$ cat config.mk
export PLATFORM = sky130hd
export DESIGN_NAME = c17_bist_ctrl
export DESIGN_NICKNAME = d
export VERILOG_FILES = /design/src/rtl/c17_bist_pkg.sv /design/src/rtl/c17_misr.sv /design/src/rtl/c17_bist_ctrl.sv
export SDC_FILE = /design/constraint.sdc
export NUM_CORES = 1
export LEC_CHECK = 0
export CAP_MARGIN = 20
export CORE_MARGIN = 2
export CORE_UTILIZATION = 40
export CTS_BUF_LIST = sky130_fd_sc_hd__clkbuf_4
export DETAILED_ROUTE_END_ITERATION = 8
export DONT_BUFFER_PORTS = 1
export GPL_ROUTABILITY_DRIVEN = 0
export PLACE_DENSITY_LB_ADDON = 0.08
export SYNTH_ARGS = -nofsm -noshare
export SYNTH_HDL_FRONTEND = slang
export SYNTH_SLANG_ARGS = --single-unit
$ cat constraint.sdc
create_clock -name clk -period 5.1 [get_ports clk]
set_clock_uncertainty 0.1 [all_clocks]
set_input_delay 0 -clock clk [delete_from_list [all_inputs] [get_ports clk]]
set_output_delay 0 -clock clk [all_outputs]
set_load 0.02 [all_outputs]
$ cat src/rtl/c17_bist_pkg.sv
// Shared types and constants for the c17 exhaustive self-test controller.
package c17_bist_pkg;

  typedef enum logic [1:0] {
    IDLE   = 2'd0,
    APPLY  = 2'd1,
    SAMPLE = 2'd2,
    DONE   = 2'd3
  } state_e;

  localparam logic [15:0] MISR_POLY = 16'h1021;
  localparam logic [15:0] MISR_SEED = 16'hFFFF;
  localparam int unsigned N_PAT     = 32;

  // One MISR step: shift left, fold the polynomial in when the MSB
  // falls out, then inject the two response bits into the low end.
  function automatic logic [15:0] misr_next(input logic [15:0] s,
                                            input logic [1:0]  d);
    return {s[14:0], 1'b0} ^ (s[15] ? MISR_POLY : 16'h0000) ^ {14'b0, d};
  endfunction

endpackage

$ cat src/rtl/c17_misr.sv
// 16-bit multiple-input signature register compacting {o1,o2} responses.
module c17_misr
  import c17_bist_pkg::*;
(
  input  logic        clk,
  input  logic        rst,
  input  logic        clr,
  input  logic        en,
  input  logic [1:0]  din,
  output logic [15:0] sig
);

  logic [15:0] sig_q;
  logic [15:0] sig_d;

  // Next signature: reload seed on clear, otherwise compact when enabled.
  always_comb begin
    sig_d = sig_q;
    if (clr) begin
      sig_d = MISR_SEED;
    end else if (en) begin
      sig_d = misr_next(sig_q, din);
    end
  end

  // Signature register with synchronous reset to the seed.
  always_ff @(posedge clk) begin
    if (rst) begin
      sig_q <= MISR_SEED;
    end else begin
      sig_q <= sig_d;
    end
  end

  assign sig = sig_q;

endmodule

$ cat src/rtl/c17_bist_ctrl.sv
// Exhaustive BIST controller for c17: walks all 32 input patterns, captures
// {O1,O2} per pattern and compacts them into a MISR signature.
module c17_bist_ctrl
  import c17_bist_pkg::*;
#(
  parameter int unsigned SETTLE_CYCLES = 2,
  parameter logic [15:0] GOLDEN_SIG    = 16'h0000
) (
  input  logic        clk,
  input  logic        rst,
  input  logic        start,
  input  logic        o1,
  input  logic        o2,
  output logic [4:0]  pat,
  output logic        busy,
  output logic        done,
  output logic        pass,
  output logic [15:0] signature,
  output logic [63:0] resp_vec
);

  localparam logic [7:0] SETTLE_LAST = 8'(SETTLE_CYCLES - 1);
  localparam logic [4:0] LAST_PAT    = 5'(N_PAT - 1);

  state_e      state_q, state_d;
  logic [4:0]  pat_q,   pat_d;
  logic [7:0]  cnt_q,   cnt_d;
  logic [63:0] resp_q,  resp_d;
  logic        start_ok;
  logic        sample_en;

  assign start_ok  = start && ((state_q == IDLE) || (state_q == DONE));
  assign sample_en = (state_q == SAMPLE);

  // FSM, settle counter, pattern counter and response capture.
  always_comb begin
    state_d = state_q;
    pat_d   = pat_q;
    cnt_d   = cnt_q;
    resp_d  = resp_q;
    case (state_q)
      IDLE, DONE: begin
        if (start_ok) begin
          state_d = APPLY;
          pat_d   = '0;
          cnt_d   = '0;
          resp_d  = '0;
        end
      end
      APPLY: begin
        cnt_d = cnt_q + 8'd1;
        if (cnt_q == SETTLE_LAST) begin
          state_d = SAMPLE;
        end
      end
      SAMPLE: begin
        resp_d[{pat_q, 1'b0} +: 2] = {o1, o2};
        // Last-pattern test precedes the increment so pat never wraps.
        if (pat_q == LAST_PAT) begin
          state_d = DONE;
        end else begin
          pat_d   = pat_q + 5'd1;
          cnt_d   = '0;
          state_d = APPLY;
        end
      end
      default: state_d = IDLE;
    endcase
  end

  // Controller state registers with synchronous reset.
  always_ff @(posedge clk) begin
    if (rst) begin
      state_q <= IDLE;
      pat_q   <= '0;
      cnt_q   <= '0;
      resp_q  <= '0;
    end else begin
      state_q <= state_d;
      pat_q   <= pat_d;
      cnt_q   <= cnt_d;
      resp_q  <= resp_d;
    end
  end

  c17_misr u_misr (
    .clk (clk),
    .rst (rst),
    .clr (start_ok),
    .en  (sample_en),
    .din ({o1, o2}),
    .sig (signature)
  );

  assign pat      = pat_q;
  assign resp_vec = resp_q;
  assign busy     = (state_q == APPLY) || (state_q == SAMPLE);
  assign done     = (state_q == DONE);
  assign pass     = done && (signature == GOLDEN_SIG);

endmodule

Yosys cells after proc, flatten, opt, wreduce, memory -nomap -nowiden
Index checks and enable logic that the tools add are counted.
W data, S select, Z words.
{"block": "word_totals", "register_bits": 95, "inputBits": 5, "output_inout_bits": 88, "word_cells": 47}
{"block": "classes", "addsub": 3, "n_eq_ne": 8, "shift": 2, "muxes": 14, "n_bitwise": 2, "n_reduce_logical": 13}
{"op": "$pmux W64 S2", "count": 1}
{"op": "$bwmux W64", "count": 1}
{"op": "$mux W64", "count": 1}
{"op": "$shift A2 B8 Y64 const A", "count": 1}
{"op": "$shiftx A2 B8 Y64", "count": 1}
{"op": "$pmux W8 S3", "count": 1}
{"op": "$logic_not A16 Y1", "count": 1}
{"op": "$mux W8", "count": 2}
{"op": "$xor A16 B16 Y16", "count": 1}
{"op": "$xor A16 B2 Y16", "count": 1}
{"op": "$mux W13", "count": 1}
{"op": "$mux W5", "count": 2}
{"op": "$pmux W5 S2", "count": 1}
{"op": "$add A8 B1 Y8 const B", "count": 1}
{"op": "$eq A8 B1 Y1 const B", "count": 1}
{"op": "$neg A6 Y8", "count": 1}
{"op": "$mux W2", "count": 3}
{"op": "$ne A2 B2 Y1 const B", "count": 3}
{"op": "$pmux W2 S3", "count": 1}
{"op": "$reduce_and A2 Y1", "count": 3}
{"op": "$add A5 B1 Y5 const B", "count": 1}
{"op": "$eq A5 B5 Y1 const B", "count": 1}
{"op": "$eq A2 B2 Y1 const B", "count": 2}
{"op": "$reduce_or A2 Y1", "count": 2}
{"op": "other kinds (6)", "count": 8}

Logic depth before layout (Yosys ltp)
{"block": "logic_depth", "depth_word": 5, "mapped_depth": 10}

Cells and area by module
Synthesis repeated with hierarchy kept, for this count alone.
{"block": "hier_totals", "cells_unflattened": 469, "hier_area_um2": 4410.5}
{"mod": "c17_bist_ctrl", "instances": 1, "cells_per_inst": 413, "area_each_um2": 3773.6, "seq_area_each_um2": 1581.5}
{"mod": "c17_misr", "instances": 1, "cells_per_inst": 56, "area_each_um2": 636.9, "seq_area_each_um2": 320.3}

Least setup slack after synthesis
No wires, ideal clock.
{"block": "synth_timing", "kind": "register -> register", "start": "register pat_q[0] (netlist: pat[0])", "end": "register resp_q[38] (netlist: resp_vec[38])", "setup_ns": 0.117, "t_arrival_ns": 2.400, "slack_ns": 2.482, "stages_incl_launch_ff": 9, "n_path_buf": 2, "synth_period_minus_slack_ns": 2.618, "cell_sequence": "dfxtp_1 buf_4 inv_1 ha_1 clkbuf_2 xnor2_2 nand2_1 or3_1 a32o_1"}
{"block": "synth_via", "elab_chain_cells": 4, "word_cells_on_any_way": 5, "cone_classes": "add/sub (1); shift (2); mux (2)"}
{"element": "from (decl)", "line_no": "c17_bist_ctrl.sv:26", "text": "logic [4:0] pat_q, pat_d;"}
{"element": "from (signal assigned)", "line_no": "c17_bist_ctrl.sv:80", "text": "pat_q <= pat_d;"}
{"element": "$neg A6 Y8 *", "line_no": "c17_bist_ctrl.sv:57", "text": "resp_d[{pat_q, 1'b0} +: 2] = {o1, o2};"}
{"element": "$shiftx A2 B8 Y64 or $shift A2 B8 Y64 (tied branches)", "line_no": "c17_bist_ctrl.sv:57"}
{"element": "$bwmux W64 *", "line_no": "c17_bist_ctrl.sv:57"}
{"element": "$pmux W64 S2 *", "line_no": "c17_bist_ctrl.sv:41", "text": "case (state_q)"}
{"element": "to (signal assigned)", "line_no": "c17_bist_ctrl.sv:82", "text": "resp_q <= resp_d;"}
{"element": "to (decl)", "line_no": "c17_bist_ctrl.sv:28", "text": "logic [63:0] resp_q, resp_d;"}
Mark *: on every way between the ends. The rest lies on a longest branch, timed or not.
A chain may end at the register's enable or synchronous reset.

Final worst setup path
{"block": "layout_timing", "start": "register pat_q[0] (netlist: pat[0])", "end": "register resp_q[26] (netlist: resp_vec[26])"}
Same word-level chain as after synthesis.

==> results.txt <==
- Counting flops with an async set or reset pin after synthesis yields a share of 0.
- Most frequent cell after synthesis: dfxtp_1
* Starting density of the core: 0.4121
- Count of nets after finishing: 491
- At the pin with the least slew margin, the transition time is approximately 1 ns.
- Initial DRC count: ~300
- After clock tree synthesis, the clock-pin slew on the worst setup and hold paths is 0.16 ns.
- The count of nets left with antenna violations once routing finished came out at 0.
- Total setup buffers inserted after CTS: 0
- Yosys printed 0 warnings.
* Detailed-route DRC error count: 0
- TritonCTS clock tree: yes
- Setup repair after global routing left no endpoint under its margin.
- In the final routed layout, each cell accounts on average for approximately 21 µm.
* Post-route clock period utilization: 0.6897
- The commonest cells after synthesis are 95 x dfxtp_1, 57 x nand2_1, 35 x nor2_1.
* Run status: finished clean
- Port buffering added 0 buffers.
- Of the total power, registers draw 0.509.
* Net count after synthesis: ~500
- Largest net degree at the start of global routing: 29
- From synthesis to final layout, the design area changed by 4.997%.
* Share of the synthesized area in the top cell type: 0.4220
* Pwr/cell area: ~320 nW/µm²
- Slew HR: 0.3207
* HP Class: primary input to flop
- Summed over all instances, the cell type with the most area after synthesis is dfxtp_1.
* Worst-case clock buffer depth: 2
- Post-Route WL: roughly 13 mm
- Worst EP required: about 5.4 ns
* Count of different cell masters after synthesis: about 70
- In this run the worst path has a maximum fanout of 19.
- The die covers ~12000 µm².
* Gate Count Post-Synth: a little under 500
* Final Slew Violations: 0
- Summed over all cells, the static leakage comes to about 1.7 nW.
- Post-route minimum period: 3.518 ns
* Synth area leaders: dfxtp_1 42%, nand2_1 4.7%, mux2i_1 3.8%
* Number of buffers inserted during clock tree synthesis: 9
* Dominant register cell in the synthesized netlist: dfxtp_1
- After synthesis the netlist holds a flip-flop and latch count of 95.
- Wire length of the first global-routing pass: 19.60 mm
- 0 antenna diodes ended up in the layout.
- The total overflow left after global routing is 0.
* Maximum capacitance violations: 0
- Row Count: 38
- The worst setup path is captured at a flop.
* H-tree depth reported by CTS: 3
- STA classifies the critical path startpoint as a flop.
- Arr. time, crit path: ~3.9 ns
* Type of the worst setup path: flop to flop
- The synthesized design contains 0 enable-type register cells.
* Syn Area/Cell: roughly 9.3 µm²
- In this run the standard cell core region covers between 10000 and 15000 µm².
* Vias in the first global route: ~3400
- The analysis attributes to net switching a power of around 0.52 mW.
- Clk pwr share: 0.270
- Fraction of final layout cells sized beyond drive strength 1: 0.08159
- DRT Pass-1 Iters: 5
- In this run the count of I/O pins placed on the die edge is 93.
* Detailed-route vias per instance: 5.929
- Counting every sink on the clock net gives 95.
- The tree is rooted in a clkbuf_4.
- Number of vias after detailed routing: ~3700
* Number of hold violations in the final report: 0
- Measured along the x axis, the die boundary spans 110.1 µm.
- Share of synthesized area occupied by flip-flops and latches: 0.4220
- Initial antenna violation count: 0
- Of the total power, the share spent switching nets is 0.3381.
- For the final routed database, the setup TNS stands at 0 ns.
- The share of total power dissipated in combinational logic is 0.221.
* Number of endpoints failing setup at the final stage: 0
- Setup slack of the critical path after layout: 1.582 ns
- Pre-CTS WS: approximately 1.6 ns
- Clock latency on the worst-skew pair, taken at its later pin, is approximately 0.49 ns.
* Detailed-placement wirelength estimate: about 9.2 mm
* Die Y-Extent: ~110 µm
* Number of instances resized during post-cts repair: 0
- Cell Int Power: around 1.0 mW
* Highest Clock Rate: ~280 MHz
* GR Util All Layers: 0.2192
- Netlist area before placement: ~4500 µm²
- Total power for the finished layout comes to roughly 1.5 mW.
- IR analysis of the VDD net gives a maximum drop of 0.0002109 V.
==> layout by cell type, fill, tap and decap left out, types with 5 or more instances in the layout <==
master,n
nand2_1,57
ha_1,13
a32o_1,16
o211ai_1,15
nand2b_1,6
a21oi_1,10
dlygate4sd3_1,5
nor2b_1,6
nand3_1,22
a22o_1,10
o21ai_1,7
xor2_1,6
mux2i_1,17
dfxtp_1,95
xnor2_1,8
clkbuf_4,10
a31oi_1,13
nor2_1,35
or3_1,6
o2bb2ai_1,7
and3_1,9
inv_1,12
o21ai_0,19
==> sequential cells by signal, summed over array words and instances (netlist names) <==
signal	flops
state_q	2
resp_vec	64
pat	5
u_misr.sig	16
cnt_q	8
==> stage by stage <==
step / util / hold slack (ns) / instances / cell area (µm²)
after floorplan: - / 0.1176 / 483 / 4507
after CTS: 0.4307 / 0.008811 / 616 / 4710
after global routing: 0.4327 / 0.08103 / 618 / 4732
final: 0.4327 / 0.04207 / 618 / 4732
after global placement: 0.4138 / -0.02408 / 595 / 4526
after detailed placement: 0.4138 / -0.02280 / 595 / 4526
==> power by group through the flow <==
stage	Combinational (mW)	Clock, mW	Sequential [mW]
5_1_grt	0.373	0.464	0.784
4_1_cts	0.331	0.434	0.780
3_5_place_dp	0.320	0	0.797
2_1_floorplan	0.257	0	0.790
6_report	0.338	0.413	0.780
3_3_place_gp	0.319	0	0.795
==> worst max-delay path, cell delays in order (launching register included) <==
cell and delay, ns:
dfxtp_1 0.95, inv_1 0.32, ha_1 0.41, xnor2_2 0.28, nor2_1 0.69, nand3_2 0.17, or3_1 0.38, a21oi_1 0.14
==> metal layers <==
metal | GRT usage | share of wire | vias to the layer above
li1 | - | - | 1759
met1 | 0.2737 | 0.43 | 1761
met2 | 0.3436 | 0.46 | 131
met3 | 0.09406 | 0.094 | 13
met4 | 0.06518 | 0.014 | 0
met5 | 0 | 0 | -
==> worst paths after layout <==
check	end	start	cells after the start	slack, ns
max	resp_vec[26]	pat[0]	7	1.58
min reg2reg	cnt_q[1]	cnt_q[1]	2	0.44
max reg2reg	resp_vec[26]	pat[0]	7	1.58
min	cnt_q[3]	start	4	0.04
==> repair_timing <==
action | in CTS | in global routing
hold endpoints to repair | 92 | 0
hold buffers | 5 | 0
setup endpoints to repair | 0 | 0
==> logic make-up (layout without fill, tap and decap cells) <==
| family | count (synthesis) | after routing | synth area share |
|---|---|---|---|
| and+or+nand+nor | 176 | 176 | 0.2046 |
| DFF | 95 | 95 | 0.4220 |
| buffers and inverters | 41 | 36 | 0.04636 |
| xor gates and xnor gates | 16 | 16 | 0.03443 |
| adders and majority gates | 13 | 13 | 0.03609 |
| muxes | 20 | 20 | 0.05025 |
| AOI/OAI and AO/OA | 122 | 122 | 0.2063 |
==> layout make-up <==
class / count / area (µm²)
clock buffers: 10 / 75.07
clock inverters: 6 / 58.81
fillers: 1099 / 6203
inverters: 12 / 45.04
multi-input cells: 347 / 2396
flip-flops and latches: 95 / 1902
well taps: 140 / 175.2
repair buffers: 8 / 80.08
Note: power is estimated with default switching activity, not from simulation.
